===== config.mk =====
export PLATFORM = sky130hd
export DESIGN_NAME = writeback_stage
export DESIGN_NICKNAME = d
export VERILOG_FILES = /design/src/rtl/writeback_stage.sv
export SDC_FILE = /design/constraint.sdc
export NUM_CORES = 1
export LEC_CHECK = 0
export CAP_MARGIN = 30
export CORE_ASPECT_RATIO = 0.75
export CORE_MARGIN = 3
export CORE_UTILIZATION = 47
export DETAILED_ROUTE_END_ITERATION = 7
export PLACE_DENSITY = 0.86
export SLEW_MARGIN = 10
export SYNTH_ARGS = -nofsm -noshare
export SYNTH_HDL_FRONTEND = slang
export SYNTH_SLANG_ARGS = --single-unit

===== constraint.sdc =====
create_clock -name clk -period 3.48 [get_ports clk]
set_input_delay 0.348 -clock clk [delete_from_list [all_inputs] [get_ports clk]]
set_output_delay 0.348 -clock clk [all_outputs]
set_load 0.1 [all_outputs]

===== src/rtl/writeback_stage.sv =====
// MEM/WB pipeline register and write master for the register file.
// Selects ALU or extended load data, blocks r0 writes, flags misaligned loads, counts retirements.
module writeback_stage #(
  parameter int unsigned CNT_W = 32
) (
  input  logic             clk,
  input  logic             resetn,
  input  logic             mvalid,
  input  logic             mwreg,
  input  logic             mm2reg,
  input  logic [4:0]       mdestReg,
  input  logic [31:0]      mr,
  input  logic [31:0]      mdo,
  input  logic [2:0]       mload_type,
  input  logic             mflush,
  output logic             wwreg,
  output logic [4:0]       wdestReg,
  output logic [31:0]      wbData,
  output logic             wvalid,
  output logic             misalign_err,
  output logic [4:0]       err_dest,
  output logic [CNT_W-1:0] retire_count
);

  localparam logic [2:0] LdB  = 3'd1;
  localparam logic [2:0] LdBu = 3'd2;
  localparam logic [2:0] LdH  = 3'd3;
  localparam logic [2:0] LdHu = 3'd4;

  logic             cap;
  logic             mis;
  logic [7:0]       byte_sel;
  logic [15:0]      half_sel;
  logic [31:0]      load_data;

  logic             wwreg_d, wwreg_q;
  logic [4:0]       wdest_d, wdest_q;
  logic [31:0]      wbdata_d, wbdata_q;
  logic             wvalid_d, wvalid_q;
  logic             err_d, err_q;
  logic [4:0]       err_dest_d, err_dest_q;
  logic [CNT_W-1:0] cnt_d, cnt_q;

  assign cap = mvalid & ~mflush;

  always_comb begin
    byte_sel = mdo[7:0];
    case (mr[1:0])
      2'd0: byte_sel = mdo[7:0];
      2'd1: byte_sel = mdo[15:8];
      2'd2: byte_sel = mdo[23:16];
      2'd3: byte_sel = mdo[31:24];
      default: byte_sel = mdo[7:0];
    endcase
    half_sel = mr[1] ? mdo[31:16] : mdo[15:0];

    load_data = mdo;
    mis       = (mr[1:0] != 2'd0);
    case (mload_type)
      LdB: begin
        load_data = {{24{byte_sel[7]}}, byte_sel};
        mis       = 1'b0;
      end
      LdBu: begin
        load_data = {24'd0, byte_sel};
        mis       = 1'b0;
      end
      LdH: begin
        load_data = {{16{half_sel[15]}}, half_sel};
        mis       = mr[0];
      end
      LdHu: begin
        load_data = {16'd0, half_sel};
        mis       = mr[0];
      end
      default: begin
        load_data = mdo;
        mis       = (mr[1:0] != 2'd0);
      end
    endcase
  end

  always_comb begin
    wwreg_d    = cap & mwreg & (mdestReg != 5'd0) & ~(mm2reg & mis);
    wdest_d    = mdestReg;
    wbdata_d   = mm2reg ? load_data : mr;
    wvalid_d   = cap;
    err_d      = err_q;
    err_dest_d = err_dest_q;
    // Only the first misaligned load records its destination.
    if (cap && mwreg && mm2reg && mis && !err_q) begin
      err_d      = 1'b1;
      err_dest_d = mdestReg;
    end
    cnt_d = wvalid_q ? cnt_q + CNT_W'(1) : cnt_q;
  end

  always_ff @(posedge clk or negedge resetn) begin
    if (!resetn) begin
      wwreg_q    <= 1'b0;
      wdest_q    <= 5'd0;
      wbdata_q   <= 32'd0;
      wvalid_q   <= 1'b0;
      err_q      <= 1'b0;
      err_dest_q <= 5'd0;
      cnt_q      <= '0;
    end else begin
      wwreg_q    <= wwreg_d;
      wdest_q    <= wdest_d;
      wbdata_q   <= wbdata_d;
      wvalid_q   <= wvalid_d;
      err_q      <= err_d;
      err_dest_q <= err_dest_d;
      cnt_q      <= cnt_d;
    end
  end

  assign wwreg        = wwreg_q;
  assign wdestReg     = wdest_q;
  assign wbData       = wbdata_q;
  assign wvalid       = wvalid_q;
  assign misalign_err = err_q;
  assign err_dest     = err_dest_q;
  assign retire_count = cnt_q;

endmodule


# --- Yosys cells after proc, flatten, opt, wreduce, memory -nomap -nowiden ---
# Index checks and enable logic that the tools add are counted.
word_totals:
  register_bits: 77
  latch_bits: 0
  ramBits: 0
  rom_bits: 0
  output_inout_bits: 77
  wordCells: 37
  memories: 0
classes:
  n_addsub: 1
  multipliers: 0
  div: 0
  order_cmp: 0
  eq_ne: 7
  shift: 0
  n_mux: 5
  n_bitwise: 7
  reduce_logical: 10
op_table:
  columns: ["op", "n"]
  rows:
  - ["case mux 32 bit (4 select lines)", 1]
  - ["adder 32 x 1 -> 32 bit, second input constant", 1]
  - ["two-way mux 32 bit", 1]
  - ["case mux 8 bit (4 select lines)", 1]
  - ["two-way mux 16 bit", 1]
  - ["equality test 3 x 2 -> 1 bit, second input constant", 2]
  - ["bitwise AND 1 bit", 5]
  - ["nonzero test 5 bit", 1]
  - ["equality test 2 bit, second input constant", 2]
  - ["logical AND 1 bit", 4]
  - ["OR reduction 2 bit", 2]
  - ["equality test 3 x 1 -> 1 bit, second input constant", 1]
  - ["equality test 3 bit, second input constant", 1]
  - ["equality test 2 x 1 -> 1 bit, second input constant", 1]
  - ["zero test 2 bit", 1]
  - ["NOT 1 bit", 2]
  - ["case mux 1 bit (2 select lines)", 1]
  - ["nonzero test 2 bit", 1]
  - ["zero test 1 bit", 1]

# --- Logic depth before layout (Yosys ltp) ---
# Gate-level depths: netlist of run 1.
depth:
  depth_word: 6
  ltp_mapped: 7

# --- Worst setup path before layout of run 1 ---
# No wires, ideal clock.
synth_path:
  path_kind: "reg-to-reg"
  start: "register wvalid_q, in the netlist wvalid"
  end: "register cnt_q[31], in the netlist retire_count[31]"
  arrival_time_ps: 2329
  required_time_ps: 3322
  slack_ps: 994
  path_stages_with_launch: 6
  n_path_buf: 0
  cell_sequence: "dfrtp_1 -> nand4_2 -> or4_4 -> nor3_4 -> nand4_1 -> xnor2_1"
synth_lines:
  columns: ["item", "line_no", "rtl"]
  rows:
  - ["from (decl)", "39", "logic wvalid_d, wvalid_q;"]
  - ["from (signal assigned)", "111", "wvalid_q <= wvalid_d;"]
  - ["to (signal assigned)", "114", "cnt_q <= cnt_d;"]
  - ["to (decl)", "42", "logic [CNT_W-1:0] cnt_d, cnt_q;"]

# --- Final worst setup path of run 1 ---
layout_path:
  start: "input port mload_type[1]"
  end: "register err_dest_q[0], in the netlist err_dest[0]"
layout_via:
  elab_chain_len: 5
  word_cells_on_any_way: 9
layout_rtl:
  columns: ["item", "line_no", "rtl"]
  rows:
  - ["from (decl)", "14", "input logic [2:0] mload_type,"]
  - ["equality test 3 bit, or another cell as far along", "59", "case (mload_type)"]
  - ["OR reduction 2 bit (no line)", null, null]
  - ["case mux 1 bit (2 select lines) (*)", "59", null]
  - ["logical AND 1 bit (*) (2 in a row)", "91", "if (cap && mwreg && mm2reg && mis && !err_q) begin"]
  - ["to (signal assigned)", "113", "err_dest_q <= err_dest_d;"]
  - ["to (decl)", "41", "logic [4:0] err_dest_d, err_dest_q;"]
# Mark *: on every way between the ends. The rest lies on a longest branch, timed or not.
# A chain may end at the register's enable or synchronous reset.

==> results of run 1 <==
==> sequential cells by signal, indices dropped and copies added (netlist names) <==
register,flops
wdestReg,5
wvalid,1
wwreg,1
err_dest,5
wbData,32
retire_count,32
misalign_err,1
==> critical path, cell delays in order <==
cell and delay, ns:
clkdlybuf4s50_1 0.78, or3b_1 0.42, a21o_1 0.17, o211ai_1 0.12
or3_1 0.52, mux2_4 0.35
==> per-layer routing <==
| layer | up-vias | GRT usage | wire (um) |
|---|---|---|---|
| met2 | 161 | 0.3871 | 5433 |
| met5 | - | 0 | 0 |
| met4 | 0 | 0.08947 | 212 |
| met1 | 1698 | 0.3208 | 4648 |
| met3 | 21 | 0.07502 | 988 |
| li1 | 1626 | - | - |
==> cell usage after synthesis, types with 2 or more instances <==
cell type / number / share of area
dfrtp_1: 77 / 0.50
nand2_1: 27 / 0.027
a21oi_1: 22 / 0.029
xnor2_1: 22 / 0.050
and3_1: 20 / 0.033
nor2_1: 20 / 0.020
o21ai_0: 19 / 0.025
a211o_1: 16 / 0.037
inv_1: 13 / 0.013
nand3_1: 12 / 0.016
xor2_1: 11 / 0.025
clkbuf_1: 10 / 0.0098
a32oi_1: 9 / 0.021
o22ai_1: 8 / 0.013
buf_2: 7 / 0.0092
o21a_1: 7 / 0.014
a221oi_1: 6 / 0.014
mux2i_1: 6 / 0.016
nor2b_1: 6 / 0.0098
mux2_4: 5 / 0.020
nand4_1: 5 / 0.0082
and2_1: 2 / 0.0033
mux2_2: 2 / 0.0059
nand2b_1: 2 / 0.0033
o21bai_1: 2 / 0.0039
or3_1: 2 / 0.0033
or4_4: 2 / 0.0059
==> power by group <==
part | total, W | internal [W] | switching [W]
clock | 0.000687 | 0.000353 | 0.000335
sequential | 0.00106 | 0.000987 | 0.0000734
combinational | 0.00127 | 0.000357 | 0.000912
total | 0.00302 | 0.00170 | 0.00132
==> per-stage QoR <==
step / hold slack [ns] / setup WS [ns] / std cells
after global routing: 0.4218 / 0.9271 / 626
after floorplan: 0.05241 / 0.9937 / 365
after global placement: 0.4604 / 0.8062 / 607
final: 0.4360 / 1.002 / 626
after detailed placement: 0.4740 / 0.6895 / 607
after CTS: 0.1691 / 1.067 / 623
==> repair_timing <==
item                      CTS  global route
setup buffers               0             0
hold buffers                0             1
hold endpoints to repair    0            16
==> worst paths after layout <==
check                                               end  cells past startpoint                          from
min                        retire_count[26]$_DFFE_PN0P_                      2                        resetn
max                             err_dest[0]$_DFFE_PN0P_                      6                 mload_type[1]
min reg2reg                retire_count[31]$_DFFE_PN0P_                      1  retire_count[31]$_DFFE_PN0P_
min in group clk           retire_count[31]$_DFFE_PN0P_                      1  retire_count[31]$_DFFE_PN0P_
max in group asynchronous   retire_count[4]$_DFFE_PN0P_                      3                        resetn
max reg2reg                retire_count[31]$_DFFE_PN0P_                      5              wvalid$_DFF_PN0_
==> cell type report <==
type	count	area [um2]
Clock buffer	11	141.4
Clock inverter	5	58.81
Fill cell	537	1896
Inverter	13	48.80
Multi-Input combinational cell	255	1747
Sequential cell	77	1927
Tap cell	101	126.4
Timing Repair Buffer	164	1657
==> cell families after synthesis <==
kind of cell	Yosys count	share of synthesized area
buf+inv	33	0.03769
xor+xnor	33	0.07571
simple gates	111	0.1632
flops	77	0.5048
fa+ha+maj	2	0.005899
mux	13	0.04130
compound gates	96	0.1714
==> impl_metrics.csv, run 1 <==
group,metric,value,unit
outcome,status,"completed",
detailed_routing,vias,3506,
sta,drv_slew,0,
detailed_routing,first_pass_iters,5,
clock_network,clock_latency,0.34,ns
sta,rsz0062_at_grt,"false",
clock_network,cts_root_buf,"clkbuf_8",
sta,tightest_slew,1.026,ns
worst_setup_path,path_class,"primary input to register",
worst_setup_path,cp-start-kind,"primary input",
clock_network,max-clock-path-buffers,2,
floorplanning,core,0.007601,mm2
sta,slew_headroom,0.3136,
synthesis,ys_dominant_reg_cell,"dfrtp_1",
power,power,0.003016,W
clock_network,clkTransAtPathRegs,0.08,ns
floorplanning,start_util,0.5022,
power,powerDensity,528.7,mW/mm2
hold_path,hp-class,"primary input to async pin",
sta,finalSetupTns,0,ns
detailed_routing,avgViaCountPerCell,5.601,
clock_network,cts_resized,0,
synthesis,yosys_warnings,0,
place,detailed_place.area,0.005440,mm2
power,irDropWorstVdd,0.0004379,V
global_routing,grt.overflow.total,0,
sta,fin_crit_sh,0.7120,
clock_network,h-tree-depth,3,
finish,areaGrowthSynthToFinish,49.46,%
clock_network,tritoncts,"done",
floorplanning,rows,27,
place,routabilityCongestion,0.8847,
synthesis,avgSynthCellArea,10.46,um2
detailed_routing,wl_per_cell,18.02,um
floorplanning,die_y,84.05,um
detailed_routing,ant_nets,0,
power,p_leak,2.531,nW
worst_setup_path,cp_max_fo,15,
finish,post-route-util,0.7506,
worst_setup_path,required,3.71,ns
detailed_routing,drc,0,
synthesis,ys_seq_elements,77,
global_routing,grtUsageTotal,0.2470,
worst_setup_path,worst_setup_path_end_kind,"register",
sta,period_minus_slack,2.478,ns
place,dp_hpwl,8.314,mm
global_routing,grt_max_degree,78,
finish,fin_area,0.005705,mm2
flow_run,drv_cap,0,
floorplanning,io_pins,155,
worst_setup_path,rrSetupSlack,1.59,ns
finish,drive_above_1_share,0.07619,
sta,setup_viol,0,
sta,hold_viol_final,0,
clock_network,cts_buffers,9,
global_routing,antenna_found_initial,0,
finish,diodes,0,
sta,clock_skew,0.008920,ns
worst_setup_path,worstPathArrival,2.70,ns
finish,layout_commonest_cell,"clkdlybuf4s50_1",
synthesis,syn-num-nets,444,
finish,finalNetCount,599,
synthesis,syn_inst,365,
floorplanning,die_area,0.009251,mm2
global_routing,grt_pass1_wl,17.93,mm
clock_network,cts_sinks,77,
synthesis,synth-async-reset-ratio,1.000,
floorplanning,die_w,110.1,um
synthesis,synth_cell_types,52,
finish,layout_common_cells,"153 x clkdlybuf4s50_1, 77 x dfrtp_1, 27 x nand2_1",
place,portBuffers,154,
synthesis,synth_edf_count,0,
synthesis,seq_area_frac_synth,0.5048,
synthesis,syn_area,0.003817,mm2
sta,max_clock_freq,0.4036,GHz
detailed_routing,drt-initial-drc-count,183,
global_routing,first_global_vias,3596,
detailed_routing,wl,11.28,mm
Power figures use the tool's default switching activity.
==> run 2, diff against run 1 <==
--- a/config.mk
+++ b/config.mk
@@ -8,9 +8,9 @@
 export CAP_MARGIN = 30
 export CORE_ASPECT_RATIO = 0.75
 export CORE_MARGIN = 3
-export CORE_UTILIZATION = 47
+export CORE_UTILIZATION = 43
 export DETAILED_ROUTE_END_ITERATION = 7
-export PLACE_DENSITY = 0.86
+export PLACE_DENSITY = 0.8
 export SLEW_MARGIN = 10
 export SYNTH_ARGS = -nofsm -noshare
 export SYNTH_HDL_FRONTEND = slang
==> constraint.sdc (replaced) <==
create_clock -name clk -period 2.53 [get_ports clk]
set_input_delay 0.253 -clock clk [delete_from_list [all_inputs] [get_ports clk]]
set_output_delay 0.253 -clock clk [all_outputs]
set_load 0.1 [all_outputs]
==> run 2 against run 1 <==
Cell area fell by 0.59%. Sequential power is 38% higher. Combinational power is 33% higher. Largest power group unchanged. Largest cell class unchanged.
==> impl_metrics.csv, run 2 (synthesized netlist as in run 1, its figures left out) <==
group,metric,value,unit
place,portBuffers,154,
global_routing,grt_pass1_wl,17.33,mm
sta,clock_skew,0.003405,ns
clock_network,max-clock-path-buffers,2,
hold_path,hp-class,"primary input to async pin",
floorplanning,core,0.008563,mm2
sta,drv_slew,0,
clock_network,cts_resized,0,
sta,tightest_slew,0.7921,ns
global_routing,first_global_vias,3494,
sta,period_minus_slack,2.122,ns
worst_setup_path,cp_max_fo,18,
detailed_routing,drt-initial-drc-count,288,
place,routabilityCongestion,0.8988,
outcome,status,"completed",
sta,fin_crit_sh,0.8386,
sta,setup_viol,0,
sta,max_clock_freq,0.4713,GHz
detailed_routing,first_pass_iters,5,
worst_setup_path,path_delay_family,"buffers and inverters",
finish,layout_commonest_cell,"buf_4",
worst_setup_path,worst-path-buf-inv,2,
detailed_routing,ant_nets,0,
clock_network,tritoncts,"done",
clock_network,clock_latency,0.33,ns
finish,post-route-util,0.6623,
finish,areaGrowthSynthToFinish,48.57,%
floorplanning,rows,29,
clock_network,h-tree-depth,3,
detailed_routing,wl,10.86,mm
power,irDropWorstVdd,0.0006982,V
sta,rsz0062_at_grt,"false",
floorplanning,start_util,0.4458,
finish,finalNetCount,602,
worst_setup_path,cp-start-kind,"primary input",
power,powerDensity,817.8,mW/mm2
detailed_routing,vias,3480,
clock_network,cts_root_buf,"clkbuf_16",
clock_network,cts_sinks,77,
worst_setup_path,critical_path.max_stage_delay,0.53,ns
finish,diodes,0,
global_routing,grt.overflow.total,0,
flow_run,drv_cap,0,
sta,slew_headroom,0.4714,
finish,layout_common_cells,"89 x buf_4, 77 x dfrtp_1, 76 x clkdlybuf4s50_1",
clock_network,cts_buffers,9,
floorplanning,die_y,87.60,um
worst_setup_path,worst_setup_path_end_kind,"register",
floorplanning,die_area,0.01006,mm2
sta,hold_viol_final,0,
detailed_routing,wl_per_cell,17.10,um
sta,finalSetupTns,0,ns
worst_setup_path,crit_chain,"clkdlybuf4s50_1 > nor2_2 > xor2_1 > buf_4 > a221oi_1 > o21ai_0 > o21a_1",
finish,fill_cells,677,
worst_setup_path,required,2.75,ns
detailed_routing,avgViaCountPerCell,5.480,
power,p_leak,2.721,nW
worst_setup_path,path_class,"primary input to register",
finish,drive_above_1_share,0.2277,
global_routing,grt_max_degree,78,
floorplanning,die_w,114.8,um
worst_setup_path,worstPathArrival,2.34,ns
worst_setup_path,crit_path_top_delay_cell,"clkdlybuf4s50_1",
global_routing,antenna_found_initial,0,
global_routing,grtUsageTotal,0.2184,
floorplanning,io_pins,155,
clock_network,clkTransAtPathRegs,0.06,ns
place,dp_hpwl,8.085,mm
detailed_routing,drc,0,
==> run 2: cell count changes in the layout (fill, tap and decap cells not counted) <==
| cell | delta |
|---|---|
| buf_16 | -1 |
| inv_6 | -1 |
| clkbuf_8 | -8 |
| clkinvlp_4 | -2 |
| clkdlybuf4s50_1 | -77 |
| clkbuf_1 | -1 |
| clkbuf_16 | +9 |
| bufinv_16 | +2 |
| buf_4 | +81 |
==> run 2: stage by stage <==
step	cells	setup WS (ns)	hold slack (ns)	power [W]	area, um2
finish	635	0.4084	0.3230	0.004638	5672
global route	635	0.2681	0.3341	0.004822	5672
CTS	633	0.4745	0.1219	0.004671	5634
detailed placement	618	0.1254	0.4768	0.003161	5286
global placement	618	0.2580	0.4586	0.003137	5286
floorplan	365	0.04373	-0.04259	0.002678	3817
==> run 2: final timing paths <==
path / startpoint / to / slack, ns / cells after the start
worst max-delay path: mload_type[1] / wbData[4]$_DFF_PN0_ / 0.41 / 7
worst min-delay path: resetn / wbData[13]$_DFF_PN0_ / 0.32 / 2
worst max register to register: wvalid$_DFF_PN0_ / retire_count[31]$_DFFE_PN0P_ / 0.60 / 5
worst min register to register: retire_count[26]$_DFFE_PN0P_ / retire_count[26]$_DFFE_PN0P_ / 0.49 / 1
max in group asynchronous: resetn / wdestReg[3]$_DFF_PN0_ / 1.63 / 3
min in group clk: mdestReg[3] / wdestReg[3]$_DFF_PN0_ / 0.43 / 1
==> run 2: repair_timing <==
item / in CTS / in global routing
hold buffers: 0 / 1
hold endpoints to repair: 0 / 12
buffers inserted: 0 / 0
==> run 2: power breakdown <==
part | internal (W) | leakage, nW | switching (W) | total [W]
Clock | 0.00101 | 0.172 | 0.000482 | 0.00149
Combinational | 0.000440 | 1.57 | 0.00125 | 0.00169
Sequential | 0.00136 | 0.974 | 0.0000994 | 0.00146
==> run 2: metal layers <==
metal | routed length [um] | vias up | track usage
met5 | 0 | - | 0
met4 | 145 | 0 | 0.06610
met3 | 1010 | 10 | 0.08771
met2 | 4928 | 162 | 0.3207
met1 | 4776 | 1661 | 0.2996
li1 | - | 1647 | -
==> run 2: worst register-to-register path: cells and delay by family (launching register included) <==
kind,cells,cell delay (ns)
DFF,1,0.46
and+or+nand+nor,4,1.19
xor gates and xnor gates,1,0.16
==> run 2: final cells by class <==
cell class | count | area, um2 | area share
Clock buffer | 11 | 252.7 | 0.04456
Clock inverter | 4 | 95.09 | 0.01677
Inverter | 13 | 48.80 | 0.008604
Multi-Input combinational cell | 255 | 1747 | 0.3080
Sequential cell | 77 | 1927 | 0.3397
Tap cell | 108 | 135.1 | 0.02383
Timing Repair Buffer | 167 | 1466 | 0.2585
==> run 3, diff against run 2 <==
==> constraint.sdc (replaced) <==
create_clock -name clk -period 2.07 [get_ports clk]
set_input_delay 0.207 -clock clk [delete_from_list [all_inputs] [get_ports clk]]
set_output_delay 0.207 -clock clk [all_outputs]
set_load 0.1 [all_outputs]
==> run 3 against run 2 <==
Hold slack improved by 0.046 ns. Sequential cell count unchanged. Final cell count rose by 1.9%. Register-to-register slack got worse by 0.36 ns. First-iteration DRC count is 5.6% lower. Wire length is 6.2% higher. Via count grew 2.9%. Setup slack worse by 0.23 ns. Sequential share of layout area increased by 0.38 points. Power grew 21%. Highest routed layer unchanged.
==> impl_metrics.csv, run 3 (synthesized netlist as in run 1, its figures left out) <==
group,metric,value,unit
global_routing,grt_use_met3,0.08011,
worst_setup_path,cp_max_fo,12,
floorplanning,die_area,0.01006,mm2
clock_network,postCtsSetupBuffers,0,
sta,finalSetupTns,0,ns
outcome,status,"completed",
finish,layout_commonest_cell,"buf_4",
worst_setup_path,cp-startpoint,"mload_type[1]",
sta,period_minus_slack,1.894,ns
detailed_routing,wl,11.54,mm
finish,finalNetCount,613,
sta,slew_headroom,0.5636,
power,power.switching,0.002279,W
clock_network,holdBufCountCts,1,
clock_network,tritoncts,"done",
floorplanning,die_w,114.8,um
worst_setup_path,path_class,"primary input to register",
floorplanning,core,0.008563,mm2
worst_setup_path,rrSetupSlack,0.24,ns
sta,max_clock_freq,0.5280,GHz
place,routabilityCongestion,0.9303,
global_routing,grt_max_degree,42,
worst_setup_path,cp-start-kind,"primary input",
clock_network,cts_buffers,9,
global_routing,grt.overflow.total,0,
detailed_routing,drc,0,
worst_setup_path,endpoint,"wbData[2]$_DFF_PN0_",
clock_network,clock_latency,0.33,ns
worst_setup_path,worstPathArrival,2.17,ns
floorplanning,start_util,0.4458,
global_routing,grt_pass1_wl,18.83,mm
sta,setup_viol,0,
power,irDropWorstVdd,0.0007708,V
power,pwr-share-clk,0.303,
clock_network,cts_resized,0,
clock_network,clkTransAtPathRegs,0.06,ns
worst_setup_path,rr_startpoint,"retire_count[16]$_DFFE_PN0P_",
power,p_leak,2.716,nW
sta,whs,0.3687,ns
detailed_routing,drt-initial-drc-count,272,
sta,drv_slew,0,
finish,diodes,0,
global_routing,busiest_layer,"met2",
sta,fin_crit_sh,0.9149,
detailed_routing,ant_nets,0,
power,combPwrFrac,0.373,
floorplanning,io_pins,155,
worst_setup_path,worstReg2RegEnd,"retire_count[26]$_DFFE_PN0P_",
power,p_seq_frac,0.324,
finish,areaGrowthSynthToFinish,52.08,%
place,dp_hpwl,8.674,mm
global_routing,antenna_found_initial,0,
floorplanning,rows,29,
finish,fill_cells,643,
worst_setup_path,worst_setup_path_end_kind,"register",
worst_setup_path,r2r_cells,5,
clock_network,max-clock-path-buffers,2,
power,internal_power,0.003345,W
hold_path,hp-class,"primary input to register",
detailed_routing,avgViaCountPerCell,5.535,
detailed_routing,vias,3581,
global_routing,first_global_vias,3814,
floorplanning,die_y,87.60,um
flow_run,drv_cap,0,
sta,clock_skew,0.003950,ns
sta,tightest_slew,0.6539,ns
place,portBuffers,154,
power,powerDensity,968.9,mW/mm2
detailed_routing,wl_per_cell,17.83,um
detailed_routing,first_pass_iters,5,
clock_network,cts_sinks,77,
worst_setup_path,required,2.34,ns
clock_network,cts_root_buf,"clkbuf_16",
clock_network,h-tree-depth,3,
sta,rsz0062_at_grt,"false",
global_routing,met2_usage,0.3624,
sta,hold_viol_final,0,
finish,layout_common_cells,"99 x buf_4, 76 x clkdlybuf4s50_1, 53 x dfrtp_1",
global_routing,grtUsageTotal,0.2388,
global_routing,grtUsageMet1,0.3202,
finish,drive_above_1_share,0.2876,
power,sw_frac_of_total,0.4053,
## run 3: how the worst min path moves through the flow
stage / from / end / slack [ns] / cells past startpoint
after floorplan: resetn / err_dest[0]$_DFFE_PN0P_ / -0.09 / 0
after global placement: resetn / wbData[5]$_DFF_PN0_ / 0.21 / 1
after detailed placement: resetn / wbData[3]$_DFF_PN0_ / 0.23 / 1
after CTS: mdestReg[0] / wdestReg[0]$_DFF_PN0_ / 0.36 / 1
after global routing: mdestReg[0] / wdestReg[0]$_DFF_PN0_ / 0.38 / 1
final: mdestReg[0] / wdestReg[0]$_DFF_PN0_ / 0.37 / 1
## run 3: final cells by class
class                      count  area [um2]  share of cell area
clock inverter                 5       83.83             0.01444
clock buffer                  11       242.7             0.04181
sequential                    77        1994              0.3435
tap                          108       135.1             0.02328
timing repair buffer         178        1554              0.2677
inverter                      13       48.80            0.008405
multi-input combinational    255        1747              0.3009
## run 3: power by group through the flow
stage,sequential [W],combinational [W],clock [W]
after global placement,0.00184,0.00207,0
after CTS,0.00182,0.00210,0.00175
final,0.00182,0.00210,0.00171
after global routing,0.00184,0.00218,0.00182
after detailed placement,0.00184,0.00209,0
after floorplan,0.00299,0.000324,0
## run 3: through the flow
stage                     area (um2)  instances  utilization  setup WS, ns  total power, W
after global routing            5806        647       0.6780        0.1301        0.005841
after global placement          5469        630       0.6387      -0.09589        0.003911
after floorplan                 3885        365            -       0.04414        0.003316
after detailed placement        5469        630       0.6387       -0.1182        0.003937
after CTS                       5806        647       0.6780        0.2266        0.005669
final                           5806        647       0.6780        0.1762        0.005625
## run 3: metal layers
metal	wire, um	part of all wire	vias to the layer above
met5	0	0	-
li1	-	-	1654
met1	4960	0.43	1710
met2	5312	0.46	199
met3	1082	0.094	18
met4	180	0.016	0
## run 3: worst max-delay path: stages
cell and delay [ns]:
clkdlybuf4s50_1 0.54, buf_4 0.21, xor2_1 0.24, nor3b_2 0.34, buf_4 0.21, a221oi_1 0.07, o21ai_0 0.18, o21a_1 0.17
